--- config.mk ---
export PLATFORM = sky130hd
export DESIGN_NAME = reset_gen_flat
export DESIGN_NICKNAME = d
export VERILOG_FILES = /design/src/rtl/reset_gen_if.sv /design/src/rtl/reset_gen.sv /design/src/flat_wrapper.sv
export SDC_FILE = /design/constraint.sdc
export NUM_CORES = 1
export LEC_CHECK = 0
export BUFFER_PORTS_ARGS = -buffer_cell sky130_fd_sc_hd__buf_2
export CAP_MARGIN = 40
export CELL_PAD_IN_SITES_DETAIL_PLACEMENT = 1
export CELL_PAD_IN_SITES_GLOBAL_PLACEMENT = 1
export CORE_MARGIN = 10
export CORE_UTILIZATION = 39
export CTS_CLUSTER_DIAMETER = 150
export DETAILED_ROUTE_END_ITERATION = 10
export GPL_ROUTABILITY_DRIVEN = 0
export HOLD_SLACK_MARGIN = 0.08
export PLACE_DENSITY_LB_ADDON = 0.1
export SLEW_MARGIN = 20
export SYNTH_ARGS = -nofsm -noshare
export SYNTH_HDL_FRONTEND = slang
export SYNTH_SLANG_ARGS = --single-unit
--- constraint.sdc ---
create_clock -name clk -period 2 [get_ports clk]
set_clock_uncertainty 0.2 [all_clocks]
set_input_delay 0.3 -clock clk [delete_from_list [all_inputs] [get_ports clk]]
set_output_delay 0.3 -clock clk [all_outputs]
set_load 0.01 [all_outputs]
--- src/rtl/reset_gen_if.sv ---
// Request/sequencer inputs and reset/busy outputs of the reset generator.
// The generator itself connects through the slave modport.
interface reset_gen_if;
  logic button_n;
  logic soft_req;
  logic M1;
  logic T1;
  logic reset_in;
  logic busy;

  modport slave  (input  button_n, soft_req, M1, T1, output reset_in, busy);
  modport master (output button_n, soft_req, M1, T1, input  reset_in, busy);
endinterface

--- src/rtl/reset_gen.sv ---
// CPU reset generator: power-on stretch, debounced push-button hard reset and a
// soft reset aligned to the sequencer's M1/T1 slot, all driving a registered reset_in.
module reset_gen #(
  parameter int POR_CYCLES   = 16,
  parameter int PULSE_CYCLES = 4,
  parameter int DEBOUNCE     = 8
) (
  input  logic       clk,
  input  logic       fpga_reset,
  reset_gen_if.slave bus
);
  localparam int PULSE_EFF = (PULSE_CYCLES < 3) ? 3 : PULSE_CYCLES;
  localparam int CNT_MAX   = (POR_CYCLES > PULSE_EFF) ? POR_CYCLES : PULSE_EFF;
  localparam int CNT_W     = $clog2(CNT_MAX + 1);
  localparam int DB_W      = $clog2(DEBOUNCE + 1);
  localparam logic [CNT_W-1:0] POR_LAST   = CNT_W'(POR_CYCLES - 1);
  localparam logic [CNT_W-1:0] PULSE_LAST = CNT_W'(PULSE_EFF - 1);
  localparam logic [DB_W-1:0]  DB_LAST    = DB_W'(DEBOUNCE - 1);

  typedef enum logic [2:0] {
    ST_POR        = 3'd0,
    ST_IDLE       = 3'd1,
    ST_HARD       = 3'd2,
    ST_HOLD       = 3'd3,
    ST_SOFT_WAIT  = 3'd4,
    ST_SOFT_PULSE = 3'd5
  } state_e;

  // Power-up values equal the reset values so reset_in is high from the first edge.
  logic             sync1_q    = 1'b1;
  logic             sync2_q    = 1'b1;
  logic [DB_W-1:0]  db_cnt_q   = '0;
  logic             pressed_q  = 1'b0;
  state_e           state_q    = ST_POR;
  logic [CNT_W-1:0] cnt_q      = '0;
  logic             reset_in_q = 1'b1;
  logic             busy_q     = 1'b1;

  logic             sync1_d;
  logic             sync2_d;
  logic [DB_W-1:0]  db_cnt_d;
  logic             pressed_d;
  state_e           state_d;
  logic [CNT_W-1:0] cnt_d;
  logic             reset_in_d;
  logic             busy_d;
  logic             btn_low;

  assign btn_low = ~sync2_q;

  always_comb begin
    sync1_d   = bus.button_n;
    sync2_d   = sync1_q;
    db_cnt_d  = '0;
    pressed_d = pressed_q;
    // A sample disagreeing with the current level extends the run; agreement restarts it.
    if (btn_low != pressed_q) begin
      if (db_cnt_q == DB_LAST) begin
        pressed_d = ~pressed_q;
        db_cnt_d  = '0;
      end else begin
        db_cnt_d  = db_cnt_q + DB_W'(1);
      end
    end else begin
      db_cnt_d = '0;
    end
  end

  always_comb begin
    state_d = state_q;
    cnt_d   = cnt_q;
    case (state_q)
      ST_POR: begin
        if (cnt_q == POR_LAST) state_d = ST_IDLE;
        else                   cnt_d   = cnt_q + CNT_W'(1);
      end
      ST_IDLE: begin
        if (pressed_q)         state_d = ST_HARD;
        else if (bus.soft_req) state_d = ST_SOFT_WAIT;
        else                   state_d = ST_IDLE;
      end
      ST_HARD: begin
        if (cnt_q == PULSE_LAST) state_d = pressed_q ? ST_HOLD : ST_IDLE;
        else                     cnt_d   = cnt_q + CNT_W'(1);
      end
      ST_HOLD: begin
        if (pressed_q) state_d = ST_HOLD;
        else           state_d = ST_IDLE;
      end
      ST_SOFT_WAIT: begin
        if (pressed_q)              state_d = ST_HARD;
        else if (bus.M1 && bus.T1)  state_d = ST_SOFT_PULSE;
        else                        state_d = ST_SOFT_WAIT;
      end
      ST_SOFT_PULSE: begin
        if (pressed_q) state_d = ST_HARD;
        else           state_d = ST_IDLE;
      end
      default: state_d = ST_POR;
    endcase
    if (state_d != state_q) cnt_d = '0;
    else                    cnt_d = cnt_d;
    reset_in_d = (state_d inside {ST_POR, ST_HARD, ST_HOLD, ST_SOFT_PULSE});
    busy_d     = (state_d != ST_IDLE);
  end

  always_ff @(posedge clk) begin
    if (fpga_reset) begin
      sync1_q    <= 1'b1;
      sync2_q    <= 1'b1;
      db_cnt_q   <= '0;
      pressed_q  <= 1'b0;
      state_q    <= ST_POR;
      cnt_q      <= '0;
      reset_in_q <= 1'b1;
      busy_q     <= 1'b1;
    end else begin
      sync1_q    <= sync1_d;
      sync2_q    <= sync2_d;
      db_cnt_q   <= db_cnt_d;
      pressed_q  <= pressed_d;
      state_q    <= state_d;
      cnt_q      <= cnt_d;
      reset_in_q <= reset_in_d;
      busy_q     <= busy_d;
    end
  end

  assign bus.reset_in = reset_in_q;
  assign bus.busy     = busy_q;
endmodule

--- src/flat_wrapper.sv ---
// flat-port wrapper written by rule: the top's interface ports become plain ports
module reset_gen_flat 
#(
  parameter int POR_CYCLES   = 16,
  parameter int PULSE_CYCLES = 4,
  parameter int DEBOUNCE     = 8
)
  (clk, fpga_reset, bus_button_n, bus_soft_req, bus_M1, bus_T1, bus_reset_in, bus_busy);
  reset_gen_if bus_i ();
  input  logic clk;
  input  logic fpga_reset;
  input wire logic [$bits(bus_i.button_n)-1:0] bus_button_n;
  input wire logic [$bits(bus_i.soft_req)-1:0] bus_soft_req;
  input wire logic [$bits(bus_i.M1)-1:0] bus_M1;
  input wire logic [$bits(bus_i.T1)-1:0] bus_T1;
  output wire logic [$bits(bus_i.reset_in)-1:0] bus_reset_in;
  output wire logic [$bits(bus_i.busy)-1:0] bus_busy;
  assign bus_i.button_n = bus_button_n;
  assign bus_i.soft_req = bus_soft_req;
  assign bus_i.M1 = bus_M1;
  assign bus_i.T1 = bus_T1;
  assign bus_reset_in = bus_i.reset_in;
  assign bus_busy = bus_i.busy;
  reset_gen #(.POR_CYCLES(POR_CYCLES), .PULSE_CYCLES(PULSE_CYCLES), .DEBOUNCE(DEBOUNCE)) u_core (.clk(clk), .fpga_reset(fpga_reset), .bus(bus_i));
endmodule
==> key figures <==
GRT
  – Vias in the first global route: around 740
  – Overflow after GRT: 0
  – Total track usage: 9.425%
  – Initial antenna violation count: 0
  – Global-route wire length before repair: around 3300 microns
  – Largest net degree at the start of global routing: 12

Critical path
  – Critical path startpoint category: flip-flop
  – CP max FO: 5
  – WP data arrival: between 2 and 2.5 ns
  – Reg-to-reg startpoint: u_core.cnt_q[1]
  – Worst r2r dst: u_core.cnt_q[2]
  – WS Path Type: flip-flop to flip-flop
  – CP required: 2.01 ns
  – Crit path capture type: flip-flop
  – FF-to-FF setup slack: -0.06 ns
  – R2r worst-path depth: 7

Power
  – P_leak: slightly below 0.4 nW
  – Comb pwr share: 30.7%
  – Total Power: between 0.8 and 0.9 mW
  – Clock network fraction of total power: 21.2%
  – Sequential share of power: between 40% and 50%
  – Switching share of power: 29.95%
  – Pwr dens: just under 800 nW/um^2
  – Maximum VDD drop: about 0.57 mV
  – Sw Pwr: roughly 0.25 mW
  – Internal power: between 0.5 and 0.6 mW

Placed design
  – Post-DP HPWL: about 1400 microns
  – Post-DP Area: 994.7 sq um
  – Dpl cells: 129
  – Port Buffers: 7
  – DP Worst Slack: -0.06322 ns

Routing
  – Pre-antenna DRT Iters: 4
  – DRT iter0 DRCs: 9
  – Routed WL: roughly 1900 microns
  – Final ANT Viol Nets: 0
  – Residual DRC: 0
  – Routed wire per std cell: about 14 microns
  – Via count: between 700 and 800
  – Via/cell ratio: approximately 5.3

Floorplan
  – Row cnt: 16
  – Starting Density: between 40% and 50%
  – Core Box Area: 2002 sq um
  – Die height: around 66 microns
  – Chip Width: ~66 microns
  – Die area: around 4400 sq um
  – Io pins: 8

Run status
  – Status: finished, violations left
  – Failing checks: negative setup slack

Timing
  – Max Clk Rate: roughly 490 MHz
  – Fin worst setup slack: -0.05685 ns
  – Worst hold slack: ~0.22 ns
  – Final TNS setup: -0.09322 ns
  – RSZ-0062 raised after global routing: true
  – Fin. Hold Viols: 0
  – Endpoints failing setup: 3
  – Slew Limit Headroom: 69.12%
  – Measured slew at the worst slew-check pin: approximately 0.46 ns
  – Slew Viols, Final: 0
  – Min Clock Period, post-route: between 2 and 2.5 ns
  – Final Cycle Share: 102.8%

Final layout
  – Inserted Diodes: 0
  – Final instance area: 1094 sq um
  – Share of cells above drive strength 1: 33.94%
  – Non-filler cells in the finished layout: roughly 140
  – Fin nets: approximately 120
  – Post-layout util: roughly 55%
  – P&R area growth vs syn: 30.45%

Clock network
  – CTS buffer count: 3
  – Worst-skew pair later-pin latency: 0.28 ns
  – Reg clk slew, reported paths: 0.09 ns
  – CTS Buffer Depth: 2
  – H-tree lvl count: 1
  – Root buf cell: clkbuf_4
  – CTS tree: done
  – CTS sink cnt: 17

Worst hold path
  – Beginning of the worst hold path: u_core.sync1_q
  – Worst Hold Path EP: u_core.sync2_q
  – Hold Crit Class: flip-flop to flip-flop
  – Hold Path Stages: 1

Synth
  – Post-synth top cells: dfxtp_1 (17), nor2_1 (9), inv_1 (5), nor3_1 (5), a21oi_1 (4)
  – Synth Cell Area: ~840 sq um
  – Synth top area share: just over 40%
  – EDFF count, synth: 0
  – Largest cells by area after synthesis: dfxtp_1 (41%), ha_1 (4.5%), nor2_1 (4.0%)
  – Unique cell type count in the Yosys netlist: 36
  – Async S/R FF share, synth: 0%
  – Seq cells post-synth: 17
  – Sequential area share after synthesis: between 40% and 50%
  – Most frequent cell after synthesis: dfxtp_1
  – Dominant synthesized flop cell: dfxtp_1
  – Synth area leader: dfxtp_1
  – Post-Synthesis Cells: 89
  – Post-Syn Nets: 98
  – Yosys warning count: 0
  – Syn avg cell area: 9.419 sq um

Job
  – Max-cap violations: 0
[critical path, stage by stage, from the launching register on]
cell      delay (ns)
dfxtp_2         0.35
ha_4            0.16
and3_4          0.18
ha_4            0.16
nor4_4          0.32
a31oi_4         0.08
or3_1           0.32
a211oi_1        0.22
[cell usage in the layout (no fill, tap or decap), types with 2 or more instances in the layout]
master and count:
dfxtp_2 2, xor2_1 3, nor3_1 5, a211oi_1 2
buf_2 7, nand2b_1 3, nand3_1 2, buf_4 10
o21ai_0 2, dfxtp_1 15, a21oi_1 3, nand2_1 2
clkbuf_4 3, ha_4 2, dlygate4sd3_1 2, nor2b_1 2
or3_1 3, or2_2 2, mux2i_1 2, nor2_1 9
inv_1 5
[worst max path at each step]
stage / start / to / depth (start not counted) / slack (ns)
after CTS: u_core.cnt_q[1] / u_core.cnt_q[2] / 7 / -0.05
after floorplan: u_core.cnt_q[0] / u_core.cnt_q[2] / 7 / -0.02
after global routing: u_core.cnt_q[0] / u_core.cnt_q[2] / 7 / -0.13
after detailed placement: u_core.cnt_q[1] / u_core.cnt_q[2] / 7 / -0.06
after global placement: u_core.cnt_q[1] / u_core.cnt_q[0] / 7 / -0.05
final: u_core.cnt_q[1] / u_core.cnt_q[2] / 7 / -0.06
[logic make-up after synthesis]
logic type | share of synthesized area (%)
buffers and inverters | 4.626
adders and majority gates | 4.478
and+or+nand+nor | 25.08
DFF | 40.60
xor gates and xnor gates | 4.180
muxes | 2.388
AOI/OAI and AO/OA | 18.66
[state kept, by name (all words and copies together), names as in the netlist]
signal               flops
u_core.cnt_q             5
u_core.db_cnt_q          4
u_core.state_q           3
u_core.bus.busy          1
u_core.bus.reset_in      1
u_core.pressed_q         1
u_core.sync1_q           1
u_core.sync2_q           1
[power groups by stage]
stage                     clock (mW)  sequential [mW]  combinational [mW]
after floorplan                    0            0.407               0.140
after global placement             0            0.412               0.215
after detailed placement           0            0.413               0.222
after CTS                      0.191            0.405               0.232
after global routing           0.207            0.411               0.283
final                          0.180            0.406               0.259
[repair_timing]
action                     4_1_cts  5_1_grt
hold endpoints to repair         3        0
hold buffers                     2        0
pin swaps                        5        1
resized for setup                2        5
setup endpoints to repair        5        5
buffers inserted                 0        1
cloned                           0        0
[per-layer routing]
metal / GRT usage, % / part of all wire (%)
met1: 10.75 / 46
met2: 14.95 / 48
met3: 3.220 / 3.5
met4: 5.236 / 2.6
met5: 0 / 0
[area by class of cell]
class	instances	area (sq um)
Fill cell	231	908.4
Clock buffer	4	26.28
Inverter	5	18.77
Timing Repair Buffer	19	130.1
Multi-Input combinational cell	64	541.8
Sequential cell	17	342.8
Tap cell	27	33.78
(Power assumes the default switching activity.)
